--- src/rtl/seg7_pkg.sv ---
// Shared constants for the multiplexed seven-segment driver: the hex-to-segment
// table (active-high, bit order {g,f,e,d,c,b,a}), the all-off pattern and the
// digit-index width helper.
package seg7_pkg;

    localparam logic [6:0] SEG_OFF = 7'h00;

    localparam logic [6:0] HEX_SEG [16] = '{
        7'h3F, 7'h06, 7'h5B, 7'h4F,   // 0 1 2 3
        7'h66, 7'h6D, 7'h7D, 7'h07,   // 4 5 6 7
        7'h7F, 7'h6F, 7'h77, 7'h7C,   // 8 9 A b
        7'h39, 7'h5E, 7'h79, 7'h71    // C d E F
    };

    // Width of the digit index; a single-digit display still needs one bit.
    function automatic int idx_width(input int n);
        return (n <= 2) ? 1 : $clog2(n);
    endfunction

endpackage

--- src/rtl/seg7_decoder.sv ---
// Combinational nibble to seven-segment pattern (active-high); the parent
// applies the board polarity.
module seg7_decoder
    import seg7_pkg::*;
(
    input  logic [3:0] nib,
    output logic [6:0] seg
);

    assign seg = HEX_SEG[nib];

endmodule

--- src/rtl/seven_seg_scan_n.sv ---
// Time-multiplexed NUM_DIGITS hex display driver with double-buffered updates,
// anti-ghosting blanking, optional leading-zero suppression and a frame strobe.
// Optional PWM dimming is compiled in with the SEG7_DIMMING_EN macro.
module seven_seg_scan_n
    import seg7_pkg::*;
#(
    parameter int NUM_DIGITS   = 4,
    parameter int REFRESH_DIV  = 65536,
    parameter int BLANK_CYCLES = 16,
    parameter int ACTIVE_LOW   = 1
) (
    input  logic                    clk,
    input  logic                    rst,
    input  logic [4*NUM_DIGITS-1:0] number,
    input  logic [NUM_DIGITS-1:0]   dp_in,
    input  logic                    load,
    input  logic                    lz_blank,
    input  logic [3:0]              bright,
    output logic [6:0]              seg,
    output logic                    dp,
    output logic [NUM_DIGITS-1:0]   an,
    output logic                    frame_tick
);

    localparam int DIV_W = $clog2(REFRESH_DIV);
    localparam int IDX_W = idx_width(NUM_DIGITS);
    localparam int NUM_W = 4 * NUM_DIGITS;

    localparam logic [DIV_W-1:0] DIV_LAST  = DIV_W'(REFRESH_DIV - 1);
    localparam logic [DIV_W-1:0] BLANK_END = DIV_W'(BLANK_CYCLES);
    localparam logic [IDX_W-1:0] IDX_LAST  = IDX_W'(NUM_DIGITS - 1);
    localparam logic             POL       = (ACTIVE_LOW != 0);

    localparam logic [6:0]            SEG_IDLE = SEG_OFF ^ {7{POL}};
    localparam logic [NUM_DIGITS-1:0] AN_IDLE  = {NUM_DIGITS{POL}};

    logic [DIV_W-1:0]      div_cnt_q, div_cnt_d;
    logic [IDX_W-1:0]      digit_idx_q, digit_idx_d;
    logic [NUM_W-1:0]      pend_num_q, pend_num_d;
    logic [NUM_DIGITS-1:0] pend_dp_q, pend_dp_d;
    logic [NUM_W-1:0]      act_num_q, act_num_d;
    logic [NUM_DIGITS-1:0] act_dp_q, act_dp_d;
    logic [6:0]            seg_q, seg_d;
    logic                  dp_q, dp_d;
    logic [NUM_DIGITS-1:0] an_q, an_d;
    logic                  frame_tick_q, frame_tick_d;

    logic                  div_wrap;
    logic                  frame_end;
    logic                  zero_run;
    logic [NUM_DIGITS-1:0] supp;
    logic [3:0]            cur_nib;
    logic                  cur_dp;
    logic                  cur_supp;
    logic                  pwm_on;
    logic                  lit;
    logic [NUM_DIGITS-1:0] an_hot;
    logic [6:0]            dec_seg;

`ifdef SEG7_DIMMING_EN
    logic [3:0]            bright_q, bright_d;
`else
    logic                  unused_bright;
    assign unused_bright = ^bright;
`endif

    seg7_decoder u_dec (
        .nib (cur_nib),
        .seg (dec_seg)
    );

    // Scan counters and the pending/active buffers; active only changes at a frame boundary.
    always_comb begin
        div_wrap     = (div_cnt_q == DIV_LAST);
        frame_end    = div_wrap && (digit_idx_q == IDX_LAST);
        div_cnt_d    = div_cnt_q + 1'b1;
        digit_idx_d  = digit_idx_q;
        if (div_wrap) begin
            digit_idx_d = frame_end ? '0 : digit_idx_q + 1'b1;
        end
        // A load on the boundary edge reaches active directly through pend_*_d.
        pend_num_d   = load ? number : pend_num_q;
        pend_dp_d    = load ? dp_in  : pend_dp_q;
        act_num_d    = frame_end ? pend_num_d : act_num_q;
        act_dp_d     = frame_end ? pend_dp_d  : act_dp_q;
        frame_tick_d = frame_end;
`ifdef SEG7_DIMMING_EN
        bright_d     = frame_end ? bright : bright_q;
`endif
    end

    // Per-digit leading-zero flags and selection of the digit in the current slot.
    always_comb begin
        zero_run = 1'b1;
        supp     = '0;
        cur_nib  = 4'h0;
        cur_dp   = 1'b0;
        cur_supp = 1'b0;
        for (int k = NUM_DIGITS - 1; k >= 0; k--) begin
            zero_run = zero_run && (act_num_q[k*4 +: 4] == 4'h0);
            supp[k]  = lz_blank && zero_run && (k != 0);
        end
        for (int k = 0; k < NUM_DIGITS; k++) begin
            if (digit_idx_q == IDX_W'(k)) begin
                cur_nib  = act_num_q[k*4 +: 4];
                cur_dp   = act_dp_q[k];
                cur_supp = supp[k];
            end
        end
    end

    // Blanking, suppression and PWM gating, then polarity; only one anode can be lit.
    always_comb begin
        pwm_on = 1'b1;
`ifdef SEG7_DIMMING_EN
        pwm_on = (div_cnt_q[DIV_W-1 -: 4] <= bright_q);
`endif
        lit    = (div_cnt_q >= BLANK_END) && !cur_supp && pwm_on;
        an_hot = '0;
        for (int k = 0; k < NUM_DIGITS; k++) begin
            an_hot[k] = lit && (digit_idx_q == IDX_W'(k));
        end
        an_d  = an_hot ^ AN_IDLE;
        seg_d = lit ? (dec_seg ^ {7{POL}}) : SEG_IDLE;
        dp_d  = (lit && cur_dp) ^ POL;
    end

    // State and output registers; reset aborts the scan and restarts at digit 0.
    always_ff @(posedge clk) begin
        if (rst) begin
            div_cnt_q    <= '0;
            digit_idx_q  <= '0;
            pend_num_q   <= '0;
            pend_dp_q    <= '0;
            act_num_q    <= '0;
            act_dp_q     <= '0;
            seg_q        <= SEG_IDLE;
            dp_q         <= POL;
            an_q         <= AN_IDLE;
            frame_tick_q <= 1'b0;
`ifdef SEG7_DIMMING_EN
            bright_q     <= 4'hF;
`endif
        end else begin
            div_cnt_q    <= div_cnt_d;
            digit_idx_q  <= digit_idx_d;
            pend_num_q   <= pend_num_d;
            pend_dp_q    <= pend_dp_d;
            act_num_q    <= act_num_d;
            act_dp_q     <= act_dp_d;
            seg_q        <= seg_d;
            dp_q         <= dp_d;
            an_q         <= an_d;
            frame_tick_q <= frame_tick_d;
`ifdef SEG7_DIMMING_EN
            bright_q     <= bright_d;
`endif
        end
    end

    assign seg        = seg_q;
    assign dp         = dp_q;
    assign an         = an_q;
    assign frame_tick = frame_tick_q;

endmodule

--- config.mk ---
export PLATFORM = sky130hd
export DESIGN_NAME = seven_seg_scan_n
export DESIGN_NICKNAME = d
export VERILOG_FILES = /design/src/rtl/seg7_pkg.sv /design/src/rtl/seg7_decoder.sv /design/src/rtl/seven_seg_scan_n.sv
export SDC_FILE = /design/constraint.sdc
export NUM_CORES = 1
export LEC_CHECK = 0
export BUFFER_PORTS_ARGS = -buffer_cell sky130_fd_sc_hd__buf_2
export CORE_MARGIN = 5
export CORE_UTILIZATION = 35
export CTS_CLUSTER_SIZE = 14
export DETAILED_ROUTE_END_ITERATION = 16
export SLEW_MARGIN = 5
export SYNTH_ARGS = -nofsm -noshare
export SYNTH_HDL_FRONTEND = slang
export SYNTH_HIERARCHICAL = 1
export SYNTH_SLANG_ARGS = --single-unit
--- constraint.sdc ---
create_clock -name clk -period 5.6 [get_ports clk]
set_input_delay 1.12 -clock clk [delete_from_list [all_inputs] [get_ports clk]]
set_output_delay 1.12 -clock clk [all_outputs]
set_load 0.005 [all_outputs]
### Word level (Yosys, flattened, before mapping)

Memory sizes are Yosys's and may differ from the RTL's.
Index checks and enable logic that the tools add are counted.

| storage, ports and cells | value |
|---|---|
| register bits | 71 |
| memories kept | 1 |
| bits of input ports | 28 |
| logic and storage cells | 58 |
| output and inout port bits | 13 |
| bits in read-only memories | 112 |

Memory list:

| memory | words | bits a word | rd ports | clocked after Yosys merged registers in | write ports | line | text |
|---|---|---|---|---|---|---|---|
| (no name shown) | 16 | 7 | 1 | 0 | 0 | seg7_decoder.sv:10 | `assign seg = HEX_SEG[nib];` |

| operators by class | value |
|---|---|
| equality and inequality tests | 4 |
| multiplexer cells | 16 |
| bitwise gates (word level) | 5 |
| reductions and logical operators | 18 |
| add/sub/neg operators | 2 |
| $lt $le $gt $ge | 2 |

Operators with widths:

| cell | count |
|---|---|
| 4-bit 2-to-1 mux | 5 |
| 16-bit by 1-bit adder with 16-bit output (second input constant) | 1 |
| 16-bit equality test (second input constant) | 1 |
| 16-bit by 5-bit greater-or-equal comparator with 1-bit output (second input constant) | 1 |
| 16-bit 2-to-1 mux | 1 |
| 7-bit 2-to-1 mux | 2 |
| 1-bit logical AND | 12 |
| 4-bit logical NOT | 3 |
| 1-bit 2-to-1 mux | 7 |
| 7-bit NOT | 1 |
| 5-bit greater-or-equal comparator (second input constant) | 1 |
| 4-bit NOT with 5-bit output | 1 |
| 2-bit equality test (second input constant) | 2 |
| 4-bit NOT | 1 |
| 2-bit by 1-bit adder with 2-bit output (second input constant) | 1 |
| 2-bit by 1-bit equality test with 1-bit output (second input constant) | 1 |
| 2-bit logical NOT | 1 |
| 2-bit 2-to-1 mux | 1 |
| 1-bit NOT | 2 |
| 2-bit OR reduction | 1 |
| 1-bit logical NOT | 1 |

### Logic depth before layout (Yosys ltp)

Gate-level depths: netlist (run 1).

| depth | value |
|---|---|
| word-level depth | 11 |
| gate-level depth with buffers | 12 |
| mapped depth without buffers | 11 |

### Modules after synthesis

Netlist (run 1), hierarchy kept.

Modules (own cells, without submodules):

| module | area an instance (µm²) | instances | cells each |
|---|---|---|---|
| seven_seg_scan_n | 2984.1 | 1 | 295 |
| seg7_decoder | 290.3 | 1 | 33 |

### Least setup slack after synthesis (run 1)

No wires, ideal clock.

| path | value |
|---|---|
| path kind | register -> register |
| start | register digit_idx_q[1] |
| end | register seg_q[3] (netlist: seg[3]) |
| path buffers | 1 |
| arrival | 2.456 ns |
| required time | 5.539 ns |
| path slack | 3.082 ns |
| cell stages (with the launch flop) | 12 |
| cells stage by stage | dfxtp_1 inv_1 ha_1 clkbuf_1 nand3b_1 a21oi_1 a21oi_1 o21ai_0 inv_1 ha_1 mux4_1 nand2_1 |

| on the way | value |
|---|---|
| word-level cells in the longest chain between the ends | 10 |
| elaborated cells on any way between the ends | 20 |
| those cells by class | eq/ne: 3; mux: 9; bitwise: 3; reduce/logical: 4; memory: 1 |

RTL lines:

| item | line | text |
|---|---|---|
| from (decl) | seven_seg_scan_n.sv:38 | `logic [IDX_W-1:0] digit_idx_q, digit_idx_d;` |
| from (signal assigned) | seven_seg_scan_n.sv:146 | `digit_idx_q <= digit_idx_d;` |
| 2-bit logical NOT | seven_seg_scan_n.sv:104 | `if (digit_idx_q == IDX_W'(k)) begin` |
| 4-bit 2-to-1 mux (3 in a row) | seven_seg_scan_n.sv:104 |  |
| 4-bit 2-to-1 mux * | seven_seg_scan_n.sv:104 |  |
| via cur_nib[1] | seven_seg_scan_n.sv:52 | `logic [3:0] cur_nib;` |
| 4-bit NOT with 5-bit output (implied by the code) * | seg7_decoder.sv:10 |  |
| memory 16 x 7 bit * | -- |  |
| 7-bit 2-to-1 mux (implied by the code) * (2 in a row) | seg7_decoder.sv:10 |  |
| via dec_seg[3] | seven_seg_scan_n.sv:58 | `logic [6:0] dec_seg;` |
| 7-bit NOT (no line) * | -- |  |
| to (signal assigned) | seven_seg_scan_n.sv:151 | `seg_q <= seg_d;` |
| to (decl) | seven_seg_scan_n.sv:43 | `logic [6:0] seg_q, seg_d;` |

Mark *: on every way through the listed nets, which the timed path passes. The rest lies on a longest branch. The select of a mux whose other input is x is not followed.
A chain may end at the register's enable or synchronous reset.

### Worst setup path after layout (run 1)

Same ends and word-level chain as after synthesis.

==> results of run 1 <==
power by group through the flow:
stage	Sequential, mW	Clock, mW	Combinational (mW)
final	0.519	0.353	0.0400
after global routing	0.520	0.387	0.0458
after CTS	0.519	0.364	0.0412
after detailed placement	0.530	0	0.0410
after global placement	0.530	0	0.0403
after floorplan	0.529	0	0.0274
kinds of logic after synthesis:
kind of cell,after synthesis,synth area share
flops,71,0.4341
xor+xnor,11,0.02943
buf+inv,31,0.04700
fa+ha+maj,13,0.04968
simple gates,124,0.1972
compound gates,29,0.05388
mux,49,0.1888
final timing paths:
check | start | end | slack [ps] | depth (start not counted)
worst max-delay path | digit_idx_q[1] | seg[3] | 2850 | 10
worst max register to register | digit_idx_q[1] | seg[3] | 2850 | 10
worst min register to register | div_cnt_q[0] | div_cnt_q[0] | 470 | 1
worst min-delay path | div_cnt_q[0] | div_cnt_q[0] | 470 | 1
cell usage in the layout, fill, tap and decap left out, types with 6 or more instances in the layout:
master and count:
a21oi_1 14, buf_2 36, clkbuf_8 10, dfxtp_1 71
ha_1 13, inv_1 10, mux2_4 21, mux2i_1 22
nand2_1 24, nand3_1 7, nor2_1 36, nor2b_1 24
nor4_1 6, xor2_1 9
critical path, stage by stage, from the launching register on:
cell      delay, ps
dfxtp_1         360
inv_1            80
ha_1            300
nand3b_1        210
a21oi_1         190
a21oi_1          50
o21ai_0         440
inv_1           190
ha_1            340
mux4_1          480
nand2_1          70
registers in the layout, indices dropped and copies added, names as in the netlist:
register and cells:
div_cnt_q 16, an 4, act_dp_q 4, dp 1
frame_tick 1, seg 7, pend_dp_q 4, digit_idx_q 2
act_num_q 16, pend_num_q 16
routing by layer:
metal | up-vias | wire length [um]
met5 | - | 0
met4 | 0 | 124
met3 | 10 | 221
met2 | 31 | 2838
met1 | 1043 | 2836
li1 | 1167 | -
area by class of cell:
class	count	area, um2
repair buffers	38	195.2
flip-flops and latches	71	1421
clock inverters	4	22.52
clock buffers	11	141.4
well taps	111	138.9
fillers	917	5540
multi-input cells	226	1699
inverters	10	37.54
per-stage QoR:
stage | cell area, um2 | setup slack, ps
after floorplan | 3274 | 3082
after global placement | 3492 | 2906
after detailed placement | 3492 | 2846
after CTS | 3656 | 2825
after global routing | 3656 | 2521
final | 3656 | 2846
==> results.txt, run 1 <==
The flow ran to the end, and the final reports show no timing, DRC or antenna violations. The total routing resource utilization after global routing came out at 0.1162. The clock transition at the registers of the reported paths came out at 70 ps. The region available for standard cell placement spans 9196 um2.

In the final routed layout, each cell accounts on average for 12.78 um. The arrival time at the worst endpoint is 3050 ps. Counting distinct cell types in the post-synthesis netlist gives 41. The antenna violation net count after detailed routing came out at 0. The part of the total power dissipated in sequential elements is 0.569. Entering global routing, the biggest net connects between 60 and 70 pins. The post-CTS setup-driven buffer insertion count is 0.

The tree is rooted in a clkbuf_8. Sorting the synthesized cells by area gives the leading types as dfxtp_1 43%, mux2_4 9.6%, mux2i_1 6.7%. The transition time of the tightest slew-check pin is 1226 ps. In the finished design, the share of the clock period the worst path needs comes to 0.4918.

The detailed-route DRC error count is 0. The capturing element type of the critical path is a flop. The post-layout minimum cycle time came out at approximately 2800 ps. The share of total power dissipated in combinational logic is 0.044. The count of max-cap constraint violations came out at 0. The number of clock sinks is 71. The combined area of all synthesized cells is about 3300 um2. The number of placed instances with taps included came out at 456.

The die boundary width is 106.7 um. Of the cells placed in the final design, the portion with a size suffix greater than 1 is 0.2250. Dividing the detail-routed via count by the number of cells gives 4.779. The worst setup path is launched from a flop. The tightest min-delay check is of the reg2reg type. Static timing analysis puts the maximum clock frequency at 363.1 MHz. The number of placed I/O pins came out at 41. The clock tree synthesis step divided the H-tree into 3 levels. The final worst clock skew came out at 6.972 ps. The share of the synthesized area in the top cell type is 0.4341. The total via count in the routed design is 2,251. The final standard cell utilization of the core came out at 0.3976.

The switching share of total power is 0.2312. The worst IR drop on VDD is 0.00008567 V. The clock latency on the worst-skew pair came out at between 300 and 400 ps. The total of buffers placed on input and output ports came out at 36. The post-detailed-routing wire length is 6020 um. The via count of the first global-routing pass is 2,298.

Setup repair after global routing left no endpoint under its margin. The total iterations of the first detailed-routing run is 4. The number of buffers inserted by hold repair at cts is 0.

The average cell area after synthesis came out at about 10 um2. The final-report max-slew violation count came out at 0. The hold violation count in the final report came to 0. The setup path with the least slack is of type reg2reg.

The antenna cell count is 0. The vertical extent of the die came out at 106.7 um. The clock tree from TritonCTS is yes. The met1 track utilization from global routing is 0.1365.

The most frequently used cell type in the post-synthesis netlist is dfxtp_1. The biggest area consumer among synthesized cells is dfxtp_1. The power consumption is slightly above 0.9 mW. The met2 demand-to-capacity share in global routing is 0.1929. The leakage component of the power came out at between 1.5 and 2 nW. The floorplan die area came out at 11,390 um2. Detailed placement finished with a half-perimeter wire length of 4014 um. The placer's final routability congestion estimate is 0.7807. The internal power is about 0.7 mW. The number of antenna violations at the first check in global routing came to 0. The number of nets in the synthesized netlist is 369.

Clock tree synthesis inserted a total of 9 buffers. In the global route stage, met3 resource usage came out at 0.03251. The initial utilization of the core area, before any placement, comes to 0.3561. The synthesized flop and latch total is 71. The total congestion overflow after global routing came out at 0. The final-layout setup total negative slack came out at 0 ps. The iteration-0 DRC count of the detailed router came out at roughly 100. The number of cells produced by synthesis came out at 328. The number of flops mapped to enable cells by yosys came out at 0.

Among all flip-flop cells after synthesis, the most frequent one is dfxtp_1. For the worst setup path, the data required time is 5890 ps. The maximum number of buffers from clock root to sink came out at 2. The async set-or-reset flop fraction in the synthesized netlist is 0. The clock share of power came out at 0.387. Setup violations remaining at the end of the flow were counted as 0. Across all hold checks on the routed design, the worst slack comes to between 400 and 500 ps. The maximum fanout along the worst path came out at 12. The post-synthesis sequential area ratio is 0.4341.

The power density over cell area came out at 249.2 nW/um2. For this design the total switching power over the nets is 0.2107 mW. The first-pass GRT wire length came out at 10,620 um. In the synthesized netlist, the cells that appear most often are 71 x dfxtp_1, 36 x nor2_1, 24 x nand2_1, 24 x nor2b_1, 22 x mux2i_1. The synthesis-to-layout area growth is 11.65%. The count of non-filler cells in the finished layout is 471. In this run, post-CTS repair resized a total of 0 instances. The total number of yosys warnings came out at 6.

The number of placement rows is 35. After global routing, the most crowded layer is met2. The worst pin sits at a relative slew slack of 0.1741. The final net count came out at between 300 and 400.
Note: power is estimated with default switching activity, not from simulation.
==> run 2, diff against run 1 <==
==> constraint.sdc (replaced) <==
create_clock -name clk -period 2.77 [get_ports clk]
set_input_delay 0.554 -clock clk [delete_from_list [all_inputs] [get_ports clk]]
set_output_delay 0.554 -clock clk [all_outputs]
set_load 0.005 [all_outputs]
==> run 2 against run 1 <==
  * Critical path depth is the same
  * Utilization grew 1.0 points
  * Die area is the same
  * Global-route usage shrank 0.49 points
==> results.txt, run 2 (same netlist as run 1, synthesis figures left out) <==
The post-CTS setup-driven buffer insertion count came to 0 (unchanged). The number of placed instances with taps included is 461 (+1.1%). The count of non-filler cells in the finished layout came out at 477 (+1.3%). Traced cell by cell, the critical path runs through inv_1 > ha_1 > nand3b_1 > a21oi_1 > a21oi_1 > o21ai_0 > inv_1 > ha_1 > mux4_1 > nand2_1.

The final setup violation count came to 0 (unchanged). The die boundary width came out at 106.7 um (unchanged). The tightest min-delay check is of the reg2reg type.

The final-report max-slew violation count was 0 (unchanged). The total congestion overflow after global routing came out at 0 (unchanged). The total routing resource utilization after global routing is 0.1114 (-0.004898). TritonCTS built the clock tree. The effective utilization at floorplan is 0.3561 (unchanged).

The final standard cell utilization of the core came out at 0.4076 (+0.01007). The iteration-0 DRC count of the detailed router came out at 86 (-16%). The buffers plus inverters on the worst setup path was 2 (unchanged). The number of placed I/O pins came to 41 (unchanged).

The total iterations of the first detailed-routing run is 4 (unchanged). The area inside the core boundary is 9196 um2 (unchanged). The highest cell delay on the worst timing path came to 500 ps (+20 ps).

The tree is rooted in a clkbuf_8. The number of buffers inserted by hold repair at cts is 0 (unchanged). The estimated wirelength of the detail-placed design is 4191 um (+4.4%). The maximum fanout along the worst path came out at 12 (unchanged). STA classifies the critical path endpoint as a flop.

The run finished with clean final reports. The number of CTS-inserted buffers was 9 (unchanged). The maximum number of buffers from clock root to sink is 2 (unchanged).

The via count of the first global-routing pass came out at 2,252 (-2.0%). The number of clock sinks came out at 71 (unchanged). The clock latency on the worst-skew pair came out at 340 ps (about the same). The antenna violation net count after detailed routing is 0 (unchanged).

The number of cell instances on the worst register-to-register path is 10 (unchanged). The ratio of cells with drive above 1 in the final layout is 0.2404 (+0.01544). The category of cells accounting for the largest share of critical-path delay is adder cells. The power density over cell area was 527.1 nW/um2 (+110%). The critical path start-end classification is reg2reg. Leaving out fill and tap cells, the most frequent cell in the layout is dfxtp_1.

The average wire per standard cell is 12.70 um (-0.67%). The detailed-route DRC error count came out at 0 (unchanged). The largest net degree at the start of global routing came out at 54 (-17%).

The largest individual stage delay along the critical path comes from the cell mux4_1. The cell depth of the worst hold path is 1 (unchanged). The total via count in the routed design came out at 2,259 (+0.36%). The floorplan die area was 11,390 um2 (unchanged). The maximum achievable frequency came out at 398.0 MHz (+9.6%). The hold violation count in the final report is 0 (unchanged). From synthesis to final layout, the design area changed by 14.48%. The cell count along the critical path came to 10 (unchanged). The worst IR drop on VDD came to 0.0001917 V (+120%).

The critical path required time came out at 3060 ps (-2830 ps). The first-pass GRT wire length is 10,270 um (-3.3%). The post-layout minimum cycle time is 2513 ps (-241.6 ps). The number of vias per cell is 4.736 (-0.91%). The transition time of the tightest slew-check pin is 923.4 ps (-302.5 ps).

Setup repair after global routing left no endpoint under its margin. The worst-case hold slack is 481.1 ps (+15.36 ps). The leakage component of the power came out at 1.583 nW (+2.5%). The number of placement rows is 35 (unchanged). The post-cts sizing count is 0 (unchanged). The arrival time at the worst endpoint is 2800 ps (-250 ps). In the final layout, the registers with the most flip-flops are act_num_q x16, div_cnt_q x16, pend_num_q x16.

The final-layout setup total negative slack is 0 ps (unchanged). The final period utilization was 0.9071 (+0.4153). The antenna cell count came out at 0 (unchanged). The total of buffers placed on input and output ports was 36 (unchanged). The vertical extent of the die came out at 106.7 um (unchanged). The final net count came out at 402 (+1.3%). The clock transition at the registers of the reported paths came to 80 ps (about the same). The count of max-cap constraint violations came out at 0 (unchanged). STA classifies the critical path startpoint as a flop.

The post-detailed-routing wire length is 6056 um (+0.60%). The total number of H-tree levels was 3 (unchanged). The library cells used most frequently in the layout, excluding fill and tap cells, are 71 x dfxtp_1, 36 x nor2_1, 36 x buf_2.

The number of antenna violations at the first check in global routing is 0 (unchanged). The final worst clock skew is 11.23 ps (+4.258 ps). The placer's final routability congestion estimate came out at 0.8031 (+2.9%). The remaining max-slew budget at the tightest pin is 0.3844 (+0.2103).
==> run 2: final cells by class <==
class	count	area, um2
fill	917	5448
multi-input combinational	226	1699
sequential	71	1421
timing repair buffer	43	245.2
tap	111	138.9
clock buffer	10	137.6
clock inverter	6	68.82
inverter	10	37.54
==> run 2: stage by stage <==
| stage | power (mW) | setup WS [ps] | instance area [um2] |
|---|---|---|---|
| 2_1_floorplan | 1.125 | 252.1 | 3274 |
| 3_3_place_gp | 1.152 | 333.2 | 3542 |
| 3_5_place_dp | 1.156 | 264.2 | 3542 |
| 4_1_cts | 2.008 | 245.1 | 3749 |
| 5_1_grt | 2.067 | 70.50 | 3749 |
| 6_report | 1.976 | 257.4 | 3749 |
==> run 2: where the power goes <==
group	internal, mW	switching, mW	total [mW]
clock	0.443	0.404	0.847
combinational	0.0355	0.0456	0.0811
sequential	1.04	0.00740	1.05
total	1.52	0.457	1.98
==> run 2: final timing paths <==
path                                      from           end  slack, ps
worst max-delay path            digit_idx_q[1]        seg[3]        260
worst min-delay path              div_cnt_q[0]  div_cnt_q[0]        480
worst max register to register  digit_idx_q[1]        seg[3]        260
worst min register to register    div_cnt_q[0]  div_cnt_q[0]        480
==> run 2: worst reg2reg max path, cell delays in order (launching register included) <==
cell	delay, ps
dfxtp_1	360
inv_1	80
ha_1	300
nand3b_1	210
a21oi_1	180
a21oi_1	60
o21ai_0	230
inv_1	140
ha_1	320
mux4_1	500
nand2_1	70
==> run 2: routing by layer <==
layer  vias to the layer above  global-route usage  share of wire
met1                      1043              0.1319           0.48
met3                        12             0.03612          0.034
met5                         -                   0              0
met2                        32              0.1888           0.47
li1                       1172                   -              -
met4                         0             0.03927          0.017
==> run 3, diff against run 2 <==
--- a/config.mk
+++ b/config.mk
@@ -10,6 +10,7 @@
 export CORE_UTILIZATION = 35
 export CTS_CLUSTER_SIZE = 14
 export DETAILED_ROUTE_END_ITERATION = 16
+export RECOVER_POWER = 100
 export SLEW_MARGIN = 5
 export SYNTH_ARGS = -nofsm -noshare
 export SYNTH_HDL_FRONTEND = slang
==> constraint.sdc (replaced) <==
create_clock -name clk -period 2.77 [get_ports clk]
set_input_delay 0.554 -clock clk [delete_from_list [all_inputs] [get_ports clk]]
set_output_delay 0.554 -clock clk [all_outputs]
set_load 0.01 [all_outputs]
==> run 3 against run 2 <==
  * Sequential power barely moved
  * Sequential share of layout area rose by 1.3 points
  * Register-to-register slack hardly changed
  * Setup slack better by 11 ps
  * Critical path type unchanged
  * Fmax increased by 0.44%
  * Cell count did not move
  * Die area unchanged
  * Global-route usage did not move
  * Critical path depth stayed put
  * Largest cell class unchanged
  * Final area fell by 3.3%
  * Combinational power fell by 2.5%
  * Routed wire length fell by 0.48%
  * Largest power group unchanged
==> results.txt, run 3 (same netlist as run 1, synthesis figures left out) <==
The highest cell delay on the worst timing path is 500 ps (about the same). The length of routed met2 wiring is 2839 um (-0.84%). The clock share of power came out at 0.428 (about the same). The leading cell type in the layout, fill and taps excluded is dfxtp_1. The detailed router used layers up to and including met4. The detailed-route DRC error count is 0 (unchanged). The flow ran to the end, and the final reports show no timing, DRC or antenna violations.

The iteration-0 DRC count of the detailed router came to 79 (-8.1%). The power density over cell area was 543.9 nW/um2 (+3.2%). The total iterations of the first detailed-routing run came to 4 (unchanged).

The clock tree root driver cell is clkbuf_8. The clock tree from TritonCTS is yes. The buffers plus inverters on the worst setup path came out at 2 (unchanged). In the final layout, the registers with the most flip-flops are act_num_q x16, div_cnt_q x16, pend_num_q x16. The maximum fanout along the worst path came out at 12 (unchanged). The remaining max-slew budget at the tightest pin came out at 0.3200 (-0.06444).

The number of placement rows came out at 35 (unchanged). The number of buffers inserted by hold repair at cts is 0 (unchanged). The average wire per standard cell came out at 12.64 um (-0.48%). The worst setup path is launched from a flop. The cell count along the critical path is 10 (unchanged). The count of non-filler cells in the finished layout came out at 477 (unchanged).

The signal on the critical path passes through inv_1 > ha_1 > nand3b_1 > a21oi_1 > a21oi_1 > o21ai_0 > inv_1 > ha_1 > mux4_1 > nand2_1. The net load switching power came out at 0.4529 mW (-0.81%). The number of cell instances on the worst register-to-register path came out at 10 (unchanged). The total via count in the routed design came out at 2,256 (-0.13%).

The register area is 1421 um2 (unchanged). The total of buffers placed on input and output ports came out at 36 (unchanged). The post-layout minimum cycle time came out at 2502 ps (-10.98 ps). The post-CTS setup-driven buffer insertion count is 0 (unchanged).

The area inside the core boundary came out at 9196 um2 (unchanged). The arrival time at the worst endpoint came out at 2790 ps (about the same). The largest net degree at the start of global routing is 54 (unchanged). The final setup violation count is 0 (unchanged).

The count of max-cap constraint violations came out at 0 (unchanged). The final period utilization came out at 0.9031 (-0.003963). The number of vias per cell is 4.730 (-0.13%). The combinational cell fraction of total power came out at 0.040 (about the same). The transition time of the tightest slew-check pin is 1020 ps (+96.65 ps). The class of the worst hold path is in2reg. The number of clock sinks came to 71 (unchanged). The cell family contributing the most delay on the critical path is adder cells. The maximum achievable frequency came out at 399.7 MHz (+0.44%). The cell with the largest stage delay on the worst path is mux4_1.

The final-layout setup total negative slack came to 0 ps (unchanged). The total congestion overflow after global routing came to 0 (unchanged). The die boundary width came out at 106.7 um (unchanged). The post-detailed-routing wire length came out at 6027 um (-0.48%).

The total met3 wirelength after detailed routing was 253 um (+23%). The total routing resource utilization after global routing is 0.1114 (unchanged). The worst hold path begins at number[14]. The met1 wire length is 2841 um (-1.6%). The part of the total power dissipated in sequential elements came out at 0.532 (+0.002). The number of placed I/O pins is 41 (unchanged). The final net count is 402 (unchanged). STA classifies the critical path endpoint as a flop.

The leakage component of the power was 1.485 nW (-6.2%). The number of CTS-inserted buffers came out at 9 (unchanged). The area occupied by multi-input gates is 1613 um2 (-5.1%). The antenna cell count came out at 0 (unchanged). The maximum number of buffers from clock root to sink is 2 (unchanged). The final-report max-slew violation count came to 0 (unchanged). The placer's final routability congestion estimate is 0.8031 (unchanged). The post-cts sizing count came out at 0 (unchanged). The cell depth of the worst hold path came out at 3 (+2). The worst IR drop on VDD is 0.0001916 V (about the same).

The critical path required time came out at 3060 ps (about the same). In this run the worst setup path begins at digit_idx_q[1]. The final worst clock skew came out at 10.99 ps (-0.2386 ps). The total number of H-tree levels was 3 (unchanged). The hold violation count in the final report is 0 (unchanged). The effective utilization at floorplan came out at 0.3561 (unchanged).

The clock transition at the registers of the reported paths is 80 ps (about the same). Setup repair after global routing left no endpoint under its margin. The number of antenna violations at the first check in global routing is 0 (unchanged). The estimated wirelength of the detail-placed design is 4191 um (unchanged). The number of placed instances with taps included is 461 (unchanged). The first-pass GRT wire length is 10,270 um (unchanged). The floorplan die area is 11,390 um2 (unchanged). Leaving out fill and tap cells, the most frequent cells in the layout are 71 x dfxtp_1, 36 x nor2_1, 24 x nand2_1, 24 x nor2b_1. The startpoint identified for the worst register-to-register timing path is digit_idx_q[1]. The number of filler cells placed in the layout came out at 941 (+2.6%). The internal power is 1.518 mW (about the same). The critical path start-end classification is reg2reg. The clock latency on the worst-skew pair is 340 ps (about the same). The ratio of cells with drive above 1 in the final layout is 0.1475 (-0.09290). The synthesis-to-layout area growth is 10.66%. The vertical extent of the die is 106.7 um (unchanged).

The antenna violation net count after detailed routing came out at 0 (unchanged). The switching share of total power was 0.2298 (-0.001323). The power consumption is 1.971 mW (-0.24%). The final standard cell utilization of the core is 0.3940 (-0.01361). The via count of the first global-routing pass came out at 2,252 (unchanged).
## run 3: cell types whose count changed in the layout (fill, tap and decap cells not counted), sizes merged
cell    delta
clkbuf    +17
buf       -17
## run 3: worst reg2reg max path, delay by kind of cell (launching register included)
family,cells,cell delay (ps)
adders and majority gates,2,620
muxes,1,500
AOI/OAI and AO/OA,3,460
DFF,1,370
and+or+nand+nor,2,270
buffers and inverters,2,220
## run 3: cell type report
cell class,instances,share of cell area
clock inverters,6,0.01899
flip-flops and latches,71,0.3923
clock buffers,10,0.03798
multi-input cells,226,0.4451
inverters,10,0.01036
repair buffers,43,0.05698
well taps,111,0.03833
## run 3: power groups by stage
stage	Sequential (mW)	Combinational [mW]	Clock, mW
2_1_floorplan	1.07	0.0554	0
3_3_place_gp	1.07	0.0812	0
3_5_place_dp	1.07	0.0840	0
6_report	1.05	0.0791	0.844
5_1_grt	1.05	0.0917	0.923
4_1_cts	1.05	0.0844	0.875
## run 3: per-layer routing
metal | GRT usage | vias up
li1 | - | 1173
met1 | 0.1319 | 1033
met2 | 0.1888 | 41
met3 | 0.03612 | 9
met4 | 0.03927 | 0
met5 | 0 | -
## run 3: metrics by stage
stage | setup slack (ps) | hold WS (ps) | cell area, um2
2_1_floorplan | 252.1 | 426.2 | 3274
3_3_place_gp | 333.2 | 435.1 | 3542
3_5_place_dp | 264.2 | 475.0 | 3542
4_1_cts | 245.1 | 481.0 | 3749
5_1_grt | 73.64 | 484.6 | 3623
6_report | 268.4 | 480.3 | 3623
## run 3: path summary, 6_finish.rpt
kind                                        to  slack (ps)
worst min-delay path            pend_num_q[14]         480
worst max register to register          seg[3]         270
worst min register to register    div_cnt_q[0]         480
worst max-delay path                    seg[3]         270
